File: config.mk
export PLATFORM = sky130hd
export DESIGN_NAME = if_id_queue_flat
export DESIGN_NICKNAME = d
export VERILOG_FILES = /design/src/rtl/if_id_queue_pkg.sv /design/src/rtl/if_id_queue_if.sv /design/src/rtl/if_id_queue_mem.sv /design/src/rtl/if_id_queue.sv /design/src/flat_wrapper.sv
export SDC_FILE = /design/constraint.sdc
export NUM_CORES = 1
export LEC_CHECK = 0
export ABC_AREA = 0
export CORE_MARGIN = 4
export CORE_UTILIZATION = 37
export CTS_BUF_LIST = sky130_fd_sc_hd__clkbuf_8 sky130_fd_sc_hd__clkbuf_16
export CTS_CLUSTER_DIAMETER = 80
export DETAILED_ROUTE_END_ITERATION = 6
export PLACE_DENSITY = 0.66
export SYNTH_ARGS = -nofsm -noshare
export SYNTH_HDL_FRONTEND = slang
export SYNTH_SLANG_ARGS = --single-unit
File: constraint.sdc
create_clock -name clk -period 14.9 [get_ports clk]
set_clock_uncertainty 0.05 [all_clocks]
set_input_delay 2.235 -clock clk [delete_from_list [all_inputs] [get_ports clk]]
set_output_delay 2.235 -clock clk [all_outputs]
set_load 0.05 [all_outputs]
File: src/rtl/if_id_queue_pkg.sv
// Shared constants and entry layout for the fetch-to-decode decoupling queue.
// Each queue entry is stored as the concatenation {pc4, inst}.
package if_id_queue_pkg;

  localparam int DEPTH_DEFAULT  = 4;
  localparam int DATA_W_DEFAULT = 32;

  // An all-zero word decodes as a NOP bubble in the decode stage.
  localparam logic [31:0] NOP_INST = 32'h0;

  typedef struct packed {
    logic [31:0] pc4;
    logic [31:0] inst;
  } entry_t;

  function automatic int ptr_width(input int depth);
    return (depth > 1) ? $clog2(depth) : 1;
  endfunction

endpackage

File: src/rtl/if_id_queue_if.sv
// Handshake bundle between fetch (push side), the queue, and decode (pop side).
// The master drives fetch/decode requests; the slave is the queue itself.
interface if_id_queue_if
  import if_id_queue_pkg::*;
#(
  parameter int DEPTH  = DEPTH_DEFAULT,
  parameter int DATA_W = DATA_W_DEFAULT
);

  logic                         flush;
  logic                         push_valid;
  logic [DATA_W-1:0]            push_pc;
  logic [DATA_W-1:0]            push_inst;
  logic                         push_ready;
  logic                         pop_valid;
  logic                         pop_ready;
  logic [DATA_W-1:0]            id_pc;
  logic [DATA_W-1:0]            id_inst;
  logic [$clog2(DEPTH+1)-1:0]   count;

  modport master (
    output flush, push_valid, push_pc, push_inst, pop_ready,
    input  push_ready, pop_valid, id_pc, id_inst, count
  );

  modport slave (
    input  flush, push_valid, push_pc, push_inst, pop_ready,
    output push_ready, pop_valid, id_pc, id_inst, count
  );

endinterface

File: src/rtl/if_id_queue_mem.sv
// Register file for the queue: one write port, one asynchronous read port,
// every entry cleared by reset.
module if_id_queue_mem
  import if_id_queue_pkg::*;
#(
  parameter int DEPTH  = DEPTH_DEFAULT,
  parameter int WIDTH  = 2 * DATA_W_DEFAULT,
  localparam int ADDR_W = ptr_width(DEPTH)
) (
  input  logic              clk,
  input  logic              rst,
  input  logic              we_i,
  input  logic [ADDR_W-1:0] waddr_i,
  input  logic [WIDTH-1:0]  wdata_i,
  input  logic [ADDR_W-1:0] raddr_i,
  output logic [WIDTH-1:0]  rdata_o
);

  logic [DEPTH-1:0][WIDTH-1:0] entries;

  genvar gi;
  generate
    for (gi = 0; gi < DEPTH; gi++) begin : g_entry
      logic [WIDTH-1:0] entry_q;

      always_ff @(posedge clk or posedge rst) begin
        if (rst) begin
          entry_q <= '0;
        end else if (we_i && (waddr_i == ADDR_W'(gi))) begin
          entry_q <= wdata_i;
        end
      end

      assign entries[gi] = entry_q;
    end
  endgenerate

  assign rdata_o = entries[raddr_i];

endmodule

File: src/rtl/if_id_queue.sv
// IF/ID decoupling FIFO: buffers {pc4, inst} from fetch, presents the oldest to
// decode, back-pressures fetch when full, and empties in one edge on a taken branch.
module if_id_queue
  import if_id_queue_pkg::*;
#(
  parameter int DEPTH  = DEPTH_DEFAULT,
  parameter int DATA_W = DATA_W_DEFAULT
) (
  input  logic         clk,
  input  logic         rst,
  if_id_queue_if.slave bus
);

  localparam int PTR_W = ptr_width(DEPTH);
  localparam int CNT_W = $clog2(DEPTH + 1);

  logic [PTR_W-1:0]    wr_ptr_q, wr_ptr_d;
  logic [PTR_W-1:0]    rd_ptr_q, rd_ptr_d;
  logic [CNT_W-1:0]    count_q,  count_d;
  logic                push_ready;
  logic                pop_valid;
  logic                do_push;
  logic                do_pop;
  logic [2*DATA_W-1:0] head_entry;

  // Ready/valid derive only from registered occupancy, never from pop_ready.
  assign push_ready = (count_q != CNT_W'(DEPTH));
  assign pop_valid  = (count_q != '0);

  assign do_push = bus.push_valid && push_ready && !bus.flush;
  assign do_pop  = pop_valid && bus.pop_ready && !bus.flush;

  if_id_queue_mem #(
    .DEPTH (DEPTH),
    .WIDTH (2 * DATA_W)
  ) u_mem (
    .clk     (clk),
    .rst     (rst),
    .we_i    (do_push),
    .waddr_i (wr_ptr_q),
    .wdata_i ({bus.push_pc, bus.push_inst}),
    .raddr_i (rd_ptr_q),
    .rdata_o (head_entry)
  );

  always_comb begin
    wr_ptr_d = wr_ptr_q;
    rd_ptr_d = rd_ptr_q;
    count_d  = count_q;
    if (bus.flush) begin
      // Everything in flight is on the wrong path.
      wr_ptr_d = '0;
      rd_ptr_d = '0;
      count_d  = '0;
    end else begin
      if (do_push) begin
        wr_ptr_d = wr_ptr_q + PTR_W'(1);
      end
      if (do_pop) begin
        rd_ptr_d = rd_ptr_q + PTR_W'(1);
      end
      case ({do_push, do_pop})
        2'b10:   count_d = count_q + CNT_W'(1);
        2'b01:   count_d = count_q - CNT_W'(1);
        default: count_d = count_q;
      endcase
    end
  end

  always_ff @(posedge clk or posedge rst) begin
    if (rst) begin
      wr_ptr_q <= '0;
      rd_ptr_q <= '0;
      count_q  <= '0;
    end else begin
      wr_ptr_q <= wr_ptr_d;
      rd_ptr_q <= rd_ptr_d;
      count_q  <= count_d;
    end
  end

  assign bus.push_ready = push_ready;
  assign bus.pop_valid  = pop_valid;
  assign bus.count      = count_q;
  assign bus.id_pc      = pop_valid ? head_entry[2*DATA_W-1:DATA_W] : '0;
  assign bus.id_inst    = pop_valid ? head_entry[DATA_W-1:0] : DATA_W'(NOP_INST);

endmodule
File: src/flat_wrapper.sv
// flat-port wrapper written by rule: the top's interface ports become plain ports
module if_id_queue_flat import if_id_queue_pkg::*;
#(
  parameter int DEPTH  = DEPTH_DEFAULT,
  parameter int DATA_W = DATA_W_DEFAULT
)
  (clk, rst, bus_flush, bus_push_valid, bus_push_pc, bus_push_inst, bus_pop_ready, bus_push_ready, bus_pop_valid, bus_id_pc, bus_id_inst, bus_count);
  if_id_queue_if #(.DEPTH(DEPTH), .DATA_W(DATA_W)) bus_i ();
  input  logic clk;
  input  logic rst;
  input wire logic [$bits(bus_i.flush)-1:0] bus_flush;
  input wire logic [$bits(bus_i.push_valid)-1:0] bus_push_valid;
  input wire logic [$bits(bus_i.push_pc)-1:0] bus_push_pc;
  input wire logic [$bits(bus_i.push_inst)-1:0] bus_push_inst;
  input wire logic [$bits(bus_i.pop_ready)-1:0] bus_pop_ready;
  output wire logic [$bits(bus_i.push_ready)-1:0] bus_push_ready;
  output wire logic [$bits(bus_i.pop_valid)-1:0] bus_pop_valid;
  output wire logic [$bits(bus_i.id_pc)-1:0] bus_id_pc;
  output wire logic [$bits(bus_i.id_inst)-1:0] bus_id_inst;
  output wire logic [$bits(bus_i.count)-1:0] bus_count;
  assign bus_i.flush = bus_flush;
  assign bus_i.push_valid = bus_push_valid;
  assign bus_i.push_pc = bus_push_pc;
  assign bus_i.push_inst = bus_push_inst;
  assign bus_i.pop_ready = bus_pop_ready;
  assign bus_push_ready = bus_i.push_ready;
  assign bus_pop_valid = bus_i.pop_valid;
  assign bus_id_pc = bus_i.id_pc;
  assign bus_id_inst = bus_i.id_inst;
  assign bus_count = bus_i.count;
  if_id_queue #(.DEPTH(DEPTH), .DATA_W(DATA_W)) u_core (.clk(clk), .rst(rst), .bus(bus_i));
endmodule
# Yosys cells after proc, flatten, opt, wreduce, memory -nomap -nowiden
# Cells that the tools add are included.
# op_classes
addsub	4
magnitude_cmp	1
eq_ne	6
mux	10
n_reduce_logical	14
# op_table
operator	count
$bmux W64 S2	1
$mux W32	2
$mux W64	1
$logic_and A1 B1 Y1	8
$mux W2	4
$eq A2 B2 Y1 const B	3
$pmux W3 S2	1
$reduce_bool A3 Y1	2
$add A2 B1 Y2 const B	2
$eq A2 B1 Y1 const B	2
$reduce_bool A2 Y1	2
$add A3 B1 Y3 const B	1
$lt A2 B3 Y1 const B	1
$mux W3	1
$ne A3 B3 Y1 const B	1
$sub A3 B1 Y3 const B	1
$logic_not A2 Y1	1
$logic_not A1 Y1	1
# word_totals
regBits	263
inputBits	69
output_inout_bits	69
word_cells	42

# Logic depth before layout (Yosys ltp)
# logic_depth
depth_word	6
mapped_depth	7

# Cells and area by module
# A second synthesis with hierarchy kept.
# hier_totals
cells_unflattened	751
hier_area_um2	12361.9
# by_module_without_submodules
mod	n_inst	cells_each	area_per_inst_um2	seq_area_each_um2
if_id_queue_mem	1	622	11357.1	6406.1
if_id_queue	1	129	1004.7	175.2

# Worst setup path before layout
# No wires, ideal clock.
# synth_timing
path_kind	register to output
from	reg u_core.count_q[1] (netlist: u_core.bus.count[1])
to	out bus_id_pc[10]
arrival_time_ns	2.106
required_time_ns	12.615
path_slack_ns	10.509
stages_incl_launch_ff	5
n_path_buf	2
cell_sequence	dfrtp_1 -> buf_4 -> or3_1 -> clkbuf_1 -> and2_1
# synth_between
elab_chain_len	2
# synth_lines
element	line	source
start, declared	if_id_queue.sv:19	logic [CNT_W-1:0] count_q, count_d;
start signal, assigned	if_id_queue.sv:78	count_q <= count_d;
$reduce_bool A3 Y1	if_id_queue.sv:28	assign pop_valid = (count_q != '0);
net bus_pop_valid	flat_wrapper.sv:17	output wire logic [$bits(bus_i.pop_valid)-1:0] bus_pop_valid;
$mux W32	if_id_queue.sv:85	assign bus.id_pc = pop_valid ? head_entry[2*DATA_W-1:DATA_W] : '0;
end, declared	flat_wrapper.sv:18	output wire logic [$bits(bus_i.id_pc)-1:0] bus_id_pc;
# The timed path passes the listed nets, and every way through them passes these cells.

# Worst setup path in the final report
# layout_timing
from	reg u_core.rd_ptr_q[0]
to	out bus_id_pc[29]
# layout_between
elab_chain_len	3
# layout_lines
element	line	source
start, declared	if_id_queue.sv:18	logic [PTR_W-1:0] rd_ptr_q, rd_ptr_d;
start signal, assigned	if_id_queue.sv:77	rd_ptr_q <= rd_ptr_d;
$bmux W64 S2	if_id_queue_mem.sv:38	assign rdata_o = entries[raddr_i];
$mux W64 (implied by the code)	if_id_queue_mem.sv:38	
$mux W32	if_id_queue.sv:85	
# Every way passes these cells. The select of a mux whose other input is x is not followed.

==> results.toml <==
[grt]
grt_first_pass_wirelength_mm = 43.57
grt_pass1_vias = 7444
grt_max_degree = 119
grt_use_total = 0.1470
antenna_found_initial = 3
grt.overflow.total = 0

[place]
numPortBuffers = 137
place_area_um2 = 14190
dp_hpwl_mm = 16.02
place.gp.congestion = 0.7012

[sta]
setup-violations-final = 0
worst_slew_pin_slew_ns = 1.017
hold_violations = 0
min_period_over_period = 0.3986
fin_setup_tns_ns = 0
slew_headroom = 0.3218
rsz0062_at_grt = "no"
fmaxAchievable_mhz = 168.4
period_needed_ns = 5.940
slew_viol_final = 0

[logic_synthesis]
synth.net_count = 827
synth_top_flop_cell = "dfrtp_1"
ys_warn_count = 0
synth-seq-cells = 263
synth_area_leader_cell = "dfrtp_1"
yosysTopAreaCellShare = 0.5220
synth_edf_count = 0
synth_area_leaders = "dfrtp_1 52%, mux2_4 14%, mux2_2 12%, mux4_2 11%, and2_1 3.2%"
async_flop_share = 1.000
synthesis.instances = 753
ys_seq_area_frac = 0.5220
syn_area_per_cell_um2 = 16.74
synth.distinct_cells = 39
netlist_area_um2 = 12610

[floorplan]
chipWidth_um = 192.6
dieArea_um2 = 37090
initial_utilization = 0.3760
die_h_um = 192.6
fp-row-count = 67
io_pins = 138
core_area_um2 = 33530

[final_layout]
fin_area_um2 = 15180
nets = 953
diodes = 0
drive_gt1_frac = 0.4300
syn2layout_area_growth_pct = 20.41

[critical_path]
crit_start = "u_core.rd_ptr_q[0]$_DFFE_PP0P_"
cp.arrival_ns = 3.65
startpoint_type = "register"
crit_path_end = "bus_id_pc[29]"
reg2reg_to = "u_core.u_mem.g_entry[3].entry_q[62]$_DFFE_PP0P_"
worstSetupPathType = "register to output pin"
r2r-start = "u_core.bus.count[0]$_DFFE_PP0P_"
rrSetupSlack_ns = 12.03
worstPathMaxFanout = 34
reg2reg_depth = 5
cp-end-kind = "output pin"
critical_path_required_ns = 12.61

[hold_path]
holdCritStartpoint = "u_core.u_mem.g_entry[0].entry_q[1]$_DFFE_PP0P_"
hp-class = "register to register"

[cts]
postCtsSetupBuffers = 0
clk_pin_slew_worst_paths_ns = 0.06
cts_tree = "yes"
cts_buffers = 30
cts_hold_buf = 0
clock_latency_ns = 0.54
htree_levels = 1
clock-sinks = 263
postCtsResizedCells = 0
cts.path.max_buffers = 3
cts_root_buffer = "clkbuf_16"

[route]
ant_nets = 0
drt_pre_antenna_iters = 6
post-route-drc-count = 0
routed_wl_mm = 26.95
viasPerCell = 5.013
vias = 6758
drtIter0Drc = 329
wl_per_cell_um = 20.00

[pwr]
ir_drop_v = 0.00008823
p_per_area_nw_per_um2 = 172.1
p_leak_nw = 6.412
fin_total_pwr_mw = 2.613

[outcome]
outcome = "finished clean"

[flow_run]
drv_cap = 0
==> synth_stat cells (2+ instances only) <==
cell and instances:
buf_6 4, nor2_1 4, a21oi_1 3, nand3b_1 2, ha_1 4, buf_12 12, a31oi_1 2, nand3_1 2
nand2b_1 3, o31ai_1 2, o21ai_0 2, and3_1 3, inv_1 6, mux4_2 64, xor2_1 3, buf_2 24
dfrtp_1 263, clkbuf_1 10, mux2_2 136, nand3_2 2, o311ai_0 2, and2_1 64, mux2_4 120
==> critical path, stage by stage, from the launching register on <==
cell	delay, ns
dfrtp_4	0.90
buf_4	0.67
mux4_2	0.60
and2_1	0.17
clkdlybuf4s50_1	0.71
==> flip-flops by register name, indices dropped and copies added, names as in the netlist <==
signal                        count
u_core.bus.count                  3
u_core.u_mem.g_entry.entry_q    256
u_core.wr_ptr_q                   2
u_core.rd_ptr_q                   2
==> worst min path at each step <==
| stage | endpoint | slack [ns] | depth (start not counted) |
|---|---|---|---|
| 3_3_place_gp | u_core.u_mem.g_entry[1].entry_q[5]$_DFFE_PP0P_ | 0.43 | 1 |
| 3_5_place_dp | u_core.u_mem.g_entry[2].entry_q[48]$_DFFE_PP0P_ | 0.44 | 1 |
| 6_report | u_core.u_mem.g_entry[0].entry_q[1]$_DFFE_PP0P_ | 0.45 | 1 |
| 4_1_cts | u_core.u_mem.g_entry[1].entry_q[7]$_DFFE_PP0P_ | 0.45 | 1 |
| 5_1_grt | u_core.u_mem.g_entry[1].entry_q[7]$_DFFE_PP0P_ | 0.46 | 1 |
| 2_1_floorplan | u_core.u_mem.g_entry[1].entry_q[0]$_DFFE_PP0P_ | 0.42 | 1 |
==> area by class of cell <==
class                           count  area [µm²]
Sequential cell                   263        6589
Multi-Input combinational cell    431        5572
Fill cell                        2964       18350
Clock inverter                     19       181.4
Timing Repair Buffer              146        1439
Tap cell                          448       560.5
Inverter                            7       33.78
Clock buffer                       34       805.8
==> layout by cell type (no fill, tap or decap), drive strengths merged, types with 2 or more instances in the layout <==
master	Yosys	layout
a21oi	3	3
a31oi	2	2
and2	64	64
and3	3	3
buf	42	9
bufinv	0	3
clkbuf	10	34
clkdlybuf4s50	0	137
clkinv	0	9
dfrtp	263	263
ha	4	4
inv	7	13
mux2	256	256
mux4	64	64
nand2b	3	3
nand3	4	4
nand3b	2	2
nor2	4	4
o21ai	2	2
o311ai	2	2
o31ai	2	2
xor2	3	3
==> report_power, final <==
group / internal [mW] / total (mW) / leakage, nW / switching (mW)
clock network: 0.437 / 0.724 / 0.510 / 0.287
logic: 0.456 / 0.833 / 2.59 / 0.377
registers: 0.931 / 1.06 / 3.31 / 0.125
total: 1.82 / 2.61 / 6.41 / 0.790
==> cells by family (layout without fill, tap and decap cells) <==
kind of cell | count (synthesis) | count (layout) | synth area share
xor+xnor | 3 | 3 | 0.002085
buf+inv | 59 | 206 | 0.03811
flops | 263 | 263 | 0.5220
mux | 321 | 321 | 0.3795
compound gates | 15 | 15 | 0.008237
simple gates | 87 | 87 | 0.04446
fa+ha+maj | 5 | 5 | 0.005558
==> routing by layer <==
layer | routed length [µm] | GRT usage | share of wire
met1 | 12990 | 0.2194 | 0.48
met2 | 12240 | 0.2261 | 0.45
met3 | 1334 | 0.02931 | 0.049
met4 | 370 | 0.02688 | 0.014
met5 | 24 | 0 | 0.00089
==> stage by stage <==
step,setup WS (ns),util,std cells,hold WS (ns)
final,8.960,0.4527,1348,0.4518
after CTS,8.814,0.4527,1348,0.4516
after floorplan,5.375,-,753,0.4239
after global placement,9.428,0.4233,1295,0.4318
after global routing,8.701,0.4527,1348,0.4579
after detailed placement,9.401,0.4233,1295,0.4379
Power figures use the tool's default switching activity.
